===== src/rtl/vend_change_payout_if.sv =====
// vend_change_payout_if
//   Request/response channel between the vend FSM (master) and the change
//   payout block (slave).
//
//   Handshake: a request transfers on a rising clk edge where
//   req_valid & req_ready are both high. req_ready is high only while the
//   payout block is idle. Each accepted request ends with exactly one
//   done pulse. err and short_amt are valid in that same cycle, and
//   short_amt holds its value until the next request finishes.
//
//   Signals
//     req_valid  master->slave  change request valid
//     req_amt    master->slave  change amount to pay (AMT_W bits)
//     req_ready  slave->master  payout block idle, can accept a request
//     busy       slave->master  payout in progress
//     done       slave->master  one-cycle end-of-request pulse
//     err        slave->master  with done: payout incomplete
//     short_amt  slave->master  with done: unpaid remainder
interface vend_change_payout_if #(
  parameter int AMT_W = 5
);
  logic             req_valid;
  logic [AMT_W-1:0] req_amt;
  logic             req_ready;
  logic             busy;
  logic             done;
  logic             err;
  logic [AMT_W-1:0] short_amt;

  modport master (
    output req_valid, req_amt,
    input  req_ready, busy, done, err, short_amt
  );

  modport slave (
    input  req_valid, req_amt,
    output req_ready, busy, done, err, short_amt
  );
endinterface


===== src/rtl/vend_change_payout.sv =====
// vend_change_payout
//   Change-return side of the vending controller. It accepts a change
//   amount from the vend FSM and pays it out one coin at a time from a
//   10-unit tube and a 5-unit tube. Each coin uses an eject pulse and then
//   waits for the exit sensor. The block also keeps the coin count of
//   each tube.
//
//   Ports
//     clk, rst_n          clock (rising edge), asynchronous active-low reset
//     req                 request/response channel (vend_change_payout_if.slave)
//     eject5, eject10     one-cycle solenoid pulses, one coin per pulse
//     coin_seen           exit sensor pulse: the ejected coin was delivered
//     refill5, refill10   one coin added to a tube (saturating)
//     tube5_cnt           current coin count of the 5-unit tube
//     tube10_cnt          current coin count of the 10-unit tube
//     exact_only          present only with EXACT_CHANGE_EN: 5-unit tube empty
//     dbg_state           current FSM state encoding
//
//   Optional feature macro: EXACT_CHANGE_EN adds the exact_only output.
module vend_change_payout #(
  parameter int AMT_W         = 5,
  parameter int TUBE_W        = 4,
  parameter int TUBE5_INIT    = 8,
  parameter int TUBE10_INIT   = 4,
  parameter int EJECT_TIMEOUT = 15
) (
  input  logic              clk,
  input  logic              rst_n,
  vend_change_payout_if.slave req,
  output logic              eject5,
  output logic              eject10,
  input  logic              coin_seen,
  input  logic              refill5,
  input  logic              refill10,
  output logic [TUBE_W-1:0] tube5_cnt,
  output logic [TUBE_W-1:0] tube10_cnt,
`ifdef EXACT_CHANGE_EN
  output logic              exact_only,
`endif
  output logic [2:0]        dbg_state
);

  localparam int TMR_W = $clog2(EJECT_TIMEOUT + 1);
  localparam logic [TMR_W-1:0]  TIMEOUT  = TMR_W'(EJECT_TIMEOUT);
  localparam logic [TUBE_W-1:0] TUBE_MAX = '1;
  localparam logic [AMT_W-1:0]  FIVE     = AMT_W'(5);
  localparam logic [AMT_W-1:0]  TEN      = AMT_W'(10);

  typedef enum logic [2:0] {
    IDLE   = 3'd0,
    SELECT = 3'd1,
    EJECT  = 3'd2,
    WAIT   = 3'd3,
    FIN    = 3'd4,
    FAULT  = 3'd5
  } state_t;

  state_t           state_q, state_d;
  logic [AMT_W-1:0] rem_q, rem_d;
  logic             coin10_q, coin10_d;  // coin in flight is a 10-unit coin
  logic [TMR_W-1:0] timer_q, timer_d;
  logic             dec5, dec10;

  assign dbg_state     = state_q;
  assign req.req_ready = (state_q == IDLE);
  assign req.busy      = (state_q != IDLE);

  // Count update for one tube. A refill and a delivery in the same cycle
  // cancel each other out. Refill saturates at full scale. A delivery from
  // an empty tube cannot happen, but the zero guard keeps the count from
  // wrapping anyway.
  function automatic logic [TUBE_W-1:0] tube_next(input logic [TUBE_W-1:0] cnt,
                                                  input logic inc,
                                                  input logic dec);
    logic [TUBE_W-1:0] n;
    n = cnt;
    if (inc && !dec) begin
      if (cnt != TUBE_MAX) n = cnt + 1'b1;
    end else if (dec && !inc) begin
      if (cnt != '0) n = cnt - 1'b1;
    end
    return n;
  endfunction

  always_comb begin
    state_d  = state_q;
    rem_d    = rem_q;
    coin10_d = coin10_q;
    timer_d  = timer_q;
    dec5     = 1'b0;
    dec10    = 1'b0;
    case (state_q)
      IDLE: begin
        if (req.req_valid && req.req_ready) begin
          rem_d   = req.req_amt;
          state_d = ((req.req_amt % FIVE) != '0) ? FAULT : SELECT;
        end
      end
      SELECT: begin
        // Prefer the larger coin. A coin is chosen only when rem covers
        // its value, so rem can never underflow.
        if (rem_q == '0) begin
          state_d = FIN;
        end else if (rem_q >= TEN && tube10_cnt != '0) begin
          coin10_d = 1'b1;
          state_d  = EJECT;
        end else if (rem_q >= FIVE && tube5_cnt != '0) begin
          coin10_d = 1'b0;
          state_d  = EJECT;
        end else begin
          state_d = FAULT;
        end
      end
      EJECT: begin
        timer_d = '0;
        state_d = WAIT;
      end
      WAIT: begin
        // If the coin arrives in the same cycle as the timeout, the coin
        // is accepted.
        if (coin_seen) begin
          rem_d   = rem_q - (coin10_q ? TEN : FIVE);
          dec10   = coin10_q;
          dec5    = !coin10_q;
          state_d = SELECT;
        end else if (timer_q == TIMEOUT) begin
          state_d = FAULT;
        end else begin
          timer_d = timer_q + 1'b1;
        end
      end
      FIN:     state_d = IDLE;
      FAULT:   state_d = IDLE;
      default: state_d = IDLE;
    endcase
  end

  // The pulse outputs are loaded from the next state. Each one is then high
  // for exactly the cycle the FSM spends in EJECT, FIN or FAULT, and it
  // still comes straight out of a flop.
  always_ff @(posedge clk or negedge rst_n) begin
    if (!rst_n) begin
      state_q       <= IDLE;
      rem_q         <= '0;
      coin10_q      <= 1'b0;
      timer_q       <= '0;
      tube5_cnt     <= TUBE_W'(TUBE5_INIT);
      tube10_cnt    <= TUBE_W'(TUBE10_INIT);
      eject5        <= 1'b0;
      eject10       <= 1'b0;
      req.done      <= 1'b0;
      req.err       <= 1'b0;
      req.short_amt <= '0;
    end else begin
      state_q    <= state_d;
      rem_q      <= rem_d;
      coin10_q   <= coin10_d;
      timer_q    <= timer_d;
      tube5_cnt  <= tube_next(tube5_cnt, refill5, dec5);
      tube10_cnt <= tube_next(tube10_cnt, refill10, dec10);
      eject5     <= (state_d == EJECT) && !coin10_d;
      eject10    <= (state_d == EJECT) && coin10_d;
      req.done   <= (state_d == FIN) || (state_d == FAULT);
      req.err    <= (state_d == FAULT);
      if (state_d == FIN) begin
        req.short_amt <= '0;
      end else if (state_d == FAULT) begin
        req.short_amt <= rem_d;
      end
    end
  end

`ifdef EXACT_CHANGE_EN
  // Goes high one cycle after the 5-unit tube becomes empty. The vend FSM
  // uses it to refuse payments that would need change.
  always_ff @(posedge clk or negedge rst_n) begin
    if (!rst_n) begin
      exact_only <= (TUBE5_INIT == 0);
    end else begin
      exact_only <= (tube5_cnt == '0);
    end
  end
`endif

endmodule


===== src/flat_wrapper.sv =====
// flat-port wrapper written by rule: the top's interface ports become plain ports
module vend_change_payout_flat 
#(
  parameter int AMT_W         = 5,
  parameter int TUBE_W        = 4,
  parameter int TUBE5_INIT    = 8,
  parameter int TUBE10_INIT   = 4,
  parameter int EJECT_TIMEOUT = 15
)
  (clk, rst_n, eject5, eject10, coin_seen, refill5, refill10, tube5_cnt, tube10_cnt, dbg_state, req_req_valid, req_req_amt, req_req_ready, req_busy, req_done, req_err, req_short_amt);
  vend_change_payout_if #(.AMT_W(AMT_W)) req_i ();
  input  logic clk;
  input  logic rst_n;
  output logic eject5;
  output logic eject10;
  input  logic coin_seen;
  input  logic refill5;
  input  logic refill10;
  output logic [TUBE_W-1:0] tube5_cnt;
  output logic [TUBE_W-1:0] tube10_cnt;
  output logic [2:0] dbg_state;
  input wire logic [$bits(req_i.req_valid)-1:0] req_req_valid;
  input wire logic [$bits(req_i.req_amt)-1:0] req_req_amt;
  output wire logic [$bits(req_i.req_ready)-1:0] req_req_ready;
  output wire logic [$bits(req_i.busy)-1:0] req_busy;
  output wire logic [$bits(req_i.done)-1:0] req_done;
  output wire logic [$bits(req_i.err)-1:0] req_err;
  output wire logic [$bits(req_i.short_amt)-1:0] req_short_amt;
  assign req_i.req_valid = req_req_valid;
  assign req_i.req_amt = req_req_amt;
  assign req_req_ready = req_i.req_ready;
  assign req_busy = req_i.busy;
  assign req_done = req_i.done;
  assign req_err = req_i.err;
  assign req_short_amt = req_i.short_amt;
  vend_change_payout #(.AMT_W(AMT_W), .TUBE_W(TUBE_W), .TUBE5_INIT(TUBE5_INIT), .TUBE10_INIT(TUBE10_INIT), .EJECT_TIMEOUT(EJECT_TIMEOUT)) u_core (.clk(clk), .rst_n(rst_n), .req(req_i), .eject5(eject5), .eject10(eject10), .coin_seen(coin_seen), .refill5(refill5), .refill10(refill10), .tube5_cnt(tube5_cnt), .tube10_cnt(tube10_cnt), .dbg_state(dbg_state));
endmodule

===== config.mk =====
export PLATFORM = sky130hd
export DESIGN_NAME = vend_change_payout_flat
export DESIGN_NICKNAME = d
export VERILOG_FILES = /design/src/rtl/vend_change_payout_if.sv /design/src/rtl/vend_change_payout.sv /design/src/flat_wrapper.sv
export SDC_FILE = /design/constraint.sdc
export NUM_CORES = 1
export LEC_CHECK = 0
export ABC_AREA = 0
export BUFFER_PORTS_ARGS = -buffer_cell sky130_fd_sc_hd__buf_2
export CORE_MARGIN = 8
export CORE_UTILIZATION = 45
export DETAILED_ROUTE_END_ITERATION = 16
export PLACE_DENSITY = 0.74
export SYNTH_ARGS = -nofsm -noshare
export SYNTH_HDL_FRONTEND = slang
export SYNTH_SLANG_ARGS = --single-unit

===== constraint.sdc =====
create_clock -name clk -period 7 [get_ports clk]
set_input_delay 1.4 -clock clk [delete_from_list [all_inputs] [get_ports clk]]
set_output_delay 1.4 -clock clk [all_outputs]
set_load 0.02 [all_outputs]

==> results of run 1 <==
-- final cells by class --
type	count	area, sq um	area share
Multi-Input combinational cell	132	1040	0.485
Sequential cell	30	753	0.350
Tap cell	50	62.6	0.0291
Timing Repair Buffer	32	160	0.0745
Clock buffer	7	86.3	0.0401
Inverter	12	45.0	0.0209
-- worst paths after layout --
check	endpoint	slack, ns	depth (start not counted)
setup reg to reg	u_core.tube10_cnt[3]	4.30	11
hold reg to reg	u_core.req.short_amt[0]	0.51	1
hold / removal	u_core.req.short_amt[0]	0.51	1
min in group asynchronous	u_core.timer_q[3]	1.15	1
setup / recovery	u_core.tube10_cnt[3]	3.97	12
max in group asynchronous	u_core.rem_q[3]	5.42	1
-- metal layers --
metal / GRT usage / up-vias / share of wire
li1: - / 708 / -
met1: 0.158 / 668 / 0.47
met2: 0.198 / 30 / 0.45
met3: 0.0391 / 6 / 0.059
met4: 0.0473 / 0 / 0.016
met5: 0 / - / 0
-- state kept, by name, summed over array words and instances, names as in the netlist --
name,cells
u_core.rem_q,5
u_core.req.short_amt,5
u_core.timer_q,4
u_core.tube10_cnt,4
u_core.tube5_cnt,4
u_core.dbg_state,3
u_core.coin10_q,1
u_core.eject10,1
u_core.eject5,1
u_core.req.done,1
u_core.req.err,1
-- metrics by stage --
step / utilization / instance area [sq um] / cells / power, mW / hold WS [ns]
CTS: 0.538 / 2150 / 263 / 1.09 / 0.512
finish: 0.538 / 2150 / 263 / 1.07 / 0.507
global placement: 0.516 / 2060 / 256 / 0.933 / 0.490
global route: 0.538 / 2150 / 263 / 1.18 / 0.529
floorplan: - / 1860 / 176 / 0.804 / 0.499
detailed placement: 0.516 / 2060 / 256 / 0.944 / 0.487
-- cell families after synthesis --
kind of cell / share of synthesized area
and+or+nand+nor: 0.174
AOI/OAI and AO/OA: 0.181
DFF: 0.404
buffers and inverters: 0.0362
adders and majority gates: 0.106
xor gates and xnor gates: 0.0470
muxes: 0.0523
-- report_power, final --
part	switching [mW]	leakage (nW)	internal, mW	total (mW)
sequential	0.103	0.372	0.258	0.362
combinational	0.305	0.611	0.268	0.574
clock	0.0588	0.0443	0.0778	0.137
-- placed cells by master (no fill, tap or decap), types with 2 or more instances in the layout --
cell type and n:
or3_1 2, xor2_1 3, o22ai_1 2, nand2_1 17
buf_2 32, dfstp_2 2, ha_1 11, nand4_1 2
nand3_1 6, dfrtp_1 28, a21oi_1 6, nor2b_1 2
nand3b_1 2, a21o_2 2, nor2_1 12, fa_1 3
mux2_4 5, inv_1 12, clkbuf_8 6, o21a_1 3
a22oi_1 3, mux2_2 2, a21o_1 4, o21ai_0 9
or4_4 2, xnor2_1 7, nor3_1 4
==> impl_metrics.tcl, run 1 <==
set metrics [dict create \
    slew_viol_final 0 \
    path_cells "buf_2 -> nand2_1 -> nor2_1 -> nand2_1 -> ha_1 -> inv_1 -> ha_1 -> a21o_1 -> a21oi_1 -> xnor2_1 -> nand2_1 -> xnor2_1" \
    syn_nets 201 \
    grt_pass1_vias 1475 \
    num_antenna_cells 0 \
    crit_slowest_cell "ha_1" \
    post-synth-top-count-cell "dfrtp_1" \
    grt_max_degree 31 \
    timing.hold.worst.start "u_core.req.short_amt[0]" \
    vias 1412 \
    synth_area_per_cell_sq_um 10.6 \
    hpwlAfterDp_mm 2.76 \
    top_level_ports 33 \
    die-area_sq_mm 0.00646 \
    post-synth-top-area-cell "dfrtp_1" \
    cts-buffers-inserted 5 \
    grt_setup_unrepaired "false" \
    timing.slew.headroom 0.559 \
    cts.root.buffer_cell "clkbuf_8" \
    synthDistinctLibCells 49 \
    final_nets 238 \
    clkTransAtPathRegs_ns 0.06 \
    worstSetupEndpointType "flop" \
    cp_common_cell "nand2_1" \
    place.gp.congestion 0.840 \
    timing.critical_path.slowest_cell_delay_ns 0.26 \
    ir_drop_mv 0.225 \
    drt_wl_total_mm 3.58 \
    floorplan.initialDensity 0.466 \
    nFillCells 351 \
    critical-path-top-delay-family "adder cells" \
    postRouteAntennaNets 0 \
    clkSinkCount 30 \
    yosysTopAreaCellShare 0.376 \
    totalNegativeSetupSlack_ns 0 \
    static-leakage-power_nw 1.03 \
    synth-edff-count 0 \
    post_cts.resized_instances 0 \
    count_of_buffers_inserted_at_the_top_level_ports 32 \
    power.density_mw_per_mm2 498 \
    asyncSetResetFlopFracSynth 1.00 \
    antenna_found_initial 0 \
    fmax_mhz 330 \
    grt_pass1_wl_mm 6.51 \
    first_iter_violations 66 \
    worst_skew_pair.late_latency_ns 0.28 \
    synth.yosys.warnings 0 \
    synth_top_flop_cell "dfrtp_1" \
    critical_path_peak_fanout 6 \
    critical_path_required_ns 7.16 \
    area_inside_the_core_boundary_sq_mm 0.00400 \
    cp-startpoint "coin_seen" \
    final-setup-viol-count 0 \
    flops_latches_synth 30 \
    synth_area_leaders "dfrtp_1 (38%), ha_1 (7.4%), mux2_4 (4.0%), nand2_1 (3.4%), xnor2_1 (3.3%)" \
    holdBufCountCts 0 \
    first_pass_drt_iterations 4 \
    detailedPlace.worstSlack_ns 3.65 \
    post_cts_setup_buffers 0 \
    cap_viol_max_count 0 \
    ys_top_cells_by_count "dfrtp_1 (28), nand2_1 (17), inv_1 (12), nor2_1 (12), ha_1 (11)" \
    synthCells 176 \
    grt.total_usage 0.126 \
    num_rows 23 \
    post-route-period-util 0.433 \
    timing.critical_path.arrival_ns 3.19 \
    synthesis.area_sq_mm 0.00186 \
    synth.yosys.seq_area_share 0.404 \
    tritoncts_clock_tree "yes" \
    tightest_slew_ns 0.661 \
    drcViolationCount 0 \
    final_critical_period_ns 3.03 \
    area.growth.synth_to_final_pct 15.4 \
    die_y_microns 80.4 \
    outcome "finished, final reports clean" \
    ff_to_ff_start "u_core.dbg_state[0]" \
    clockBufferDepth 2 \
    cts_max_level 2 \
    clock_skew_ns 0.00609 \
    die_w_microns 80.4 \
    hold_viol 0 \
    crit_buf_inv 2 \
    crit_path_start_kind "input pin" \
    worstHoldPathType "flop to flop" \
    post_drt_via_cell_ratio 5.37 \
    grt-ovfl-total 0 \
    final_layout_size_suffix_gt1_frac 0.282 \
    route.detailed.wl_per_inst_microns 13.6 \
    criticalPathCategory "input pin to flop" \
    timing.final.ws_setup_ns 3.97 \
]
Power figures use the tool's default switching activity.
==> run 2: changes to the inputs <==
- clock period: 7 -> 3.01 ns (I/O delays scaled with it)
==> impl_metrics.tcl, run 2 (synthesis gave the netlist of run 1 again) <==
set metrics [dict create \
    timing.critical_path.arrival_ns 2.74 \
    final_nets 239 \
    drcViolationCount 0 \
    worst_skew_pair.late_latency_ns 0.28 \
    clockBufferDepth 2 \
    cellInternalPower_mw 1.42 \
    grt_max_degree 31 \
    area_occupied_by_multi_input_gates_sq_mm 0.00104 \
    first_iter_violations 91 \
    grt.met3_usage 0.0480 \
    power.share.combinational 0.544 \
    clock_skew_ns 0.00710 \
    globalRouteMet2Util 0.192 \
    vias 1411 \
    antenna_found_initial 0 \
    fmax_mhz 389 \
    clkSinkCount 30 \
    floorplan.initialDensity 0.466 \
    num_antenna_cells 0 \
    timing.critical_path.slowest_cell_delay_ns 0.48 \
    tritoncts_clock_tree "yes" \
    grt_pass1_wl_mm 6.78 \
    most_common_cell_after_layout_fill_and_taps_aside "buf_2" \
    first_pass_drt_iterations 4 \
    cts-buffers-inserted 5 \
    critical-path-top-delay-family "simple AND/OR/NAND/NOR gates" \
    portion_of_total_power_attributed_to_sequential_cells 0.325 \
    post_cts.resized_instances 0 \
    final_layout_size_suffix_gt1_frac 0.288 \
    final-setup-viol-count 0 \
    power.density_mw_per_mm2 1170 \
    post_drt_via_cell_ratio 5.32 \
    groute.layer.met1.usage 0.172 \
    nFillCells 374 \
    criticalPathCategory "flop to flop" \
    cts_max_level 2 \
    holdBufCountCts 0 \
    grt-busiest-layer "met2" \
    reg.largest.list "u_core.rem_q (5), u_core.req.short_amt (5)" \
    crit_buf_inv 1 \
    postRouteAntennaNets 0 \
    critical_path_peak_fanout 9 \
    finalPower_mw 2.52 \
    crit_slowest_cell "dfrtp_1" \
    timing.hold.ws_ns 0.348 \
    sequential_cell_area_sq_um 753 \
    num_rows 23 \
    cts.root.buffer_cell "clkbuf_8" \
    post-route-period-util 0.854 \
    path_cells "or2b_2 -> nor2_1 -> nand2_1 -> ha_1 -> inv_1 -> ha_1 -> a21o_1 -> a21oi_1 -> xnor2_1 -> nand2_1 -> xnor2_1" \
    outcome "finished, final reports clean" \
    die-area_sq_mm 0.00646 \
    cap_viol_max_count 0 \
    tightest_slew_ns 0.659 \
    net_switching_share_of_the_total_power 0.438 \
    die_y_microns 80.4 \
    grt_setup_unrepaired "false" \
    area.growth.synth_to_final_pct 16.0 \
    hold_viol 0 \
    count_of_buffers_inserted_at_the_top_level_ports 32 \
    grt_pass1_vias 1434 \
    post_cts_setup_buffers 0 \
    timing.slew.headroom 0.561 \
    totalNegativeSetupSlack_ns 0 \
    grt-ovfl-total 0 \
    worstHoldPathType "input pin to asynchronous set/reset pin" \
    ir_drop_mv 0.505 \
    drt_wl_total_mm 3.77 \
    layout_common_cells "buf_2 (32), dfrtp_1 (28), nand2_1 (17)" \
    share_clk_of_total_power 0.131 \
    worstSetupEndpointType "flop" \
    crit_path_start_kind "flop" \
    critical_path_required_ns 3.18 \
    grt.total_usage 0.133 \
    netSwitchingPower_mw 1.10 \
    static-leakage-power_nw 1.04 \
    route.detailed.wl_per_inst_microns 14.2 \
    clkTransAtPathRegs_ns 0.06 \
    die_w_microns 80.4 \
    hpwlAfterDp_mm 2.84 \
    slew_viol_final 0 \
    top_level_ports 33 \
    final_critical_period_ns 2.57 \
    area_inside_the_core_boundary_sq_mm 0.00400 \
    final_core_utilization 0.541 \
    place.gp.congestion 0.782 \
]
[run 2: metrics by stage]
stage / setup slack, ns / cells / cell area (sq um)
2_1_floorplan: 0.558 / 176 / 1860
3_3_place_gp: 0.537 / 257 / 2070
3_5_place_dp: 0.424 / 257 / 2070
4_1_cts: 0.426 / 265 / 2160
5_1_grt: 0.203 / 265 / 2160
6_report: 0.441 / 265 / 2160
[run 2: layer usage]
metal / vias to the layer above / wire, microns / part of all wire
met5: - / 0 / 0
met4: 0 / 60 / 0.016
met3: 5 / 207 / 0.055
met2: 29 / 1710 / 0.45
met1: 665 / 1790 / 0.48
li1: 712 / - / -
[run 2: final timing paths]
kind,from,to,slack (ns),cells after the start
setup / recovery,u_core.dbg_state[2],u_core.tube10_cnt[3],0.44,11
hold / removal,rst_n,u_core.dbg_state[2],0.35,1
setup reg to reg,u_core.dbg_state[2],u_core.tube10_cnt[3],0.44,11
hold reg to reg,u_core.tube5_cnt[3],u_core.tube5_cnt[3],0.51,1
max in group asynchronous,rst_n,u_core.dbg_state[1],2.24,1
min in group clk,u_core.tube5_cnt[3],u_core.tube5_cnt[3],0.51,1
[run 2: worst reg2reg max path, stage by stage, from the launching register on]
cell	delay (ns)
dfrtp_1	0.48
or2b_2	0.37
nor2_1	0.21
nand2_1	0.09
ha_1	0.21
inv_1	0.16
ha_1	0.26
a21o_1	0.17
a21oi_1	0.17
xnor2_1	0.13
nand2_1	0.08
xnor2_1	0.14
[run 2: cell type report]
cell class              instances  area share
multi-input cells             132       0.482
flip-flops and latches         30       0.348
repair buffers                 33      0.0775
clock buffers                   7      0.0399
well taps                      50      0.0289
inverters                      12      0.0208
clock inverters                 1     0.00231
[run 2: power by group through the flow]
stage                     Clock, mW  Combinational (mW)  Sequential (mW)
final                         0.331                1.37            0.820
after detailed placement          0                1.38            0.824
after global routing          0.361                1.54            0.862
after floorplan                   0               0.931            0.939
after CTS                     0.340                1.39            0.820
after global placement            0                1.36            0.821
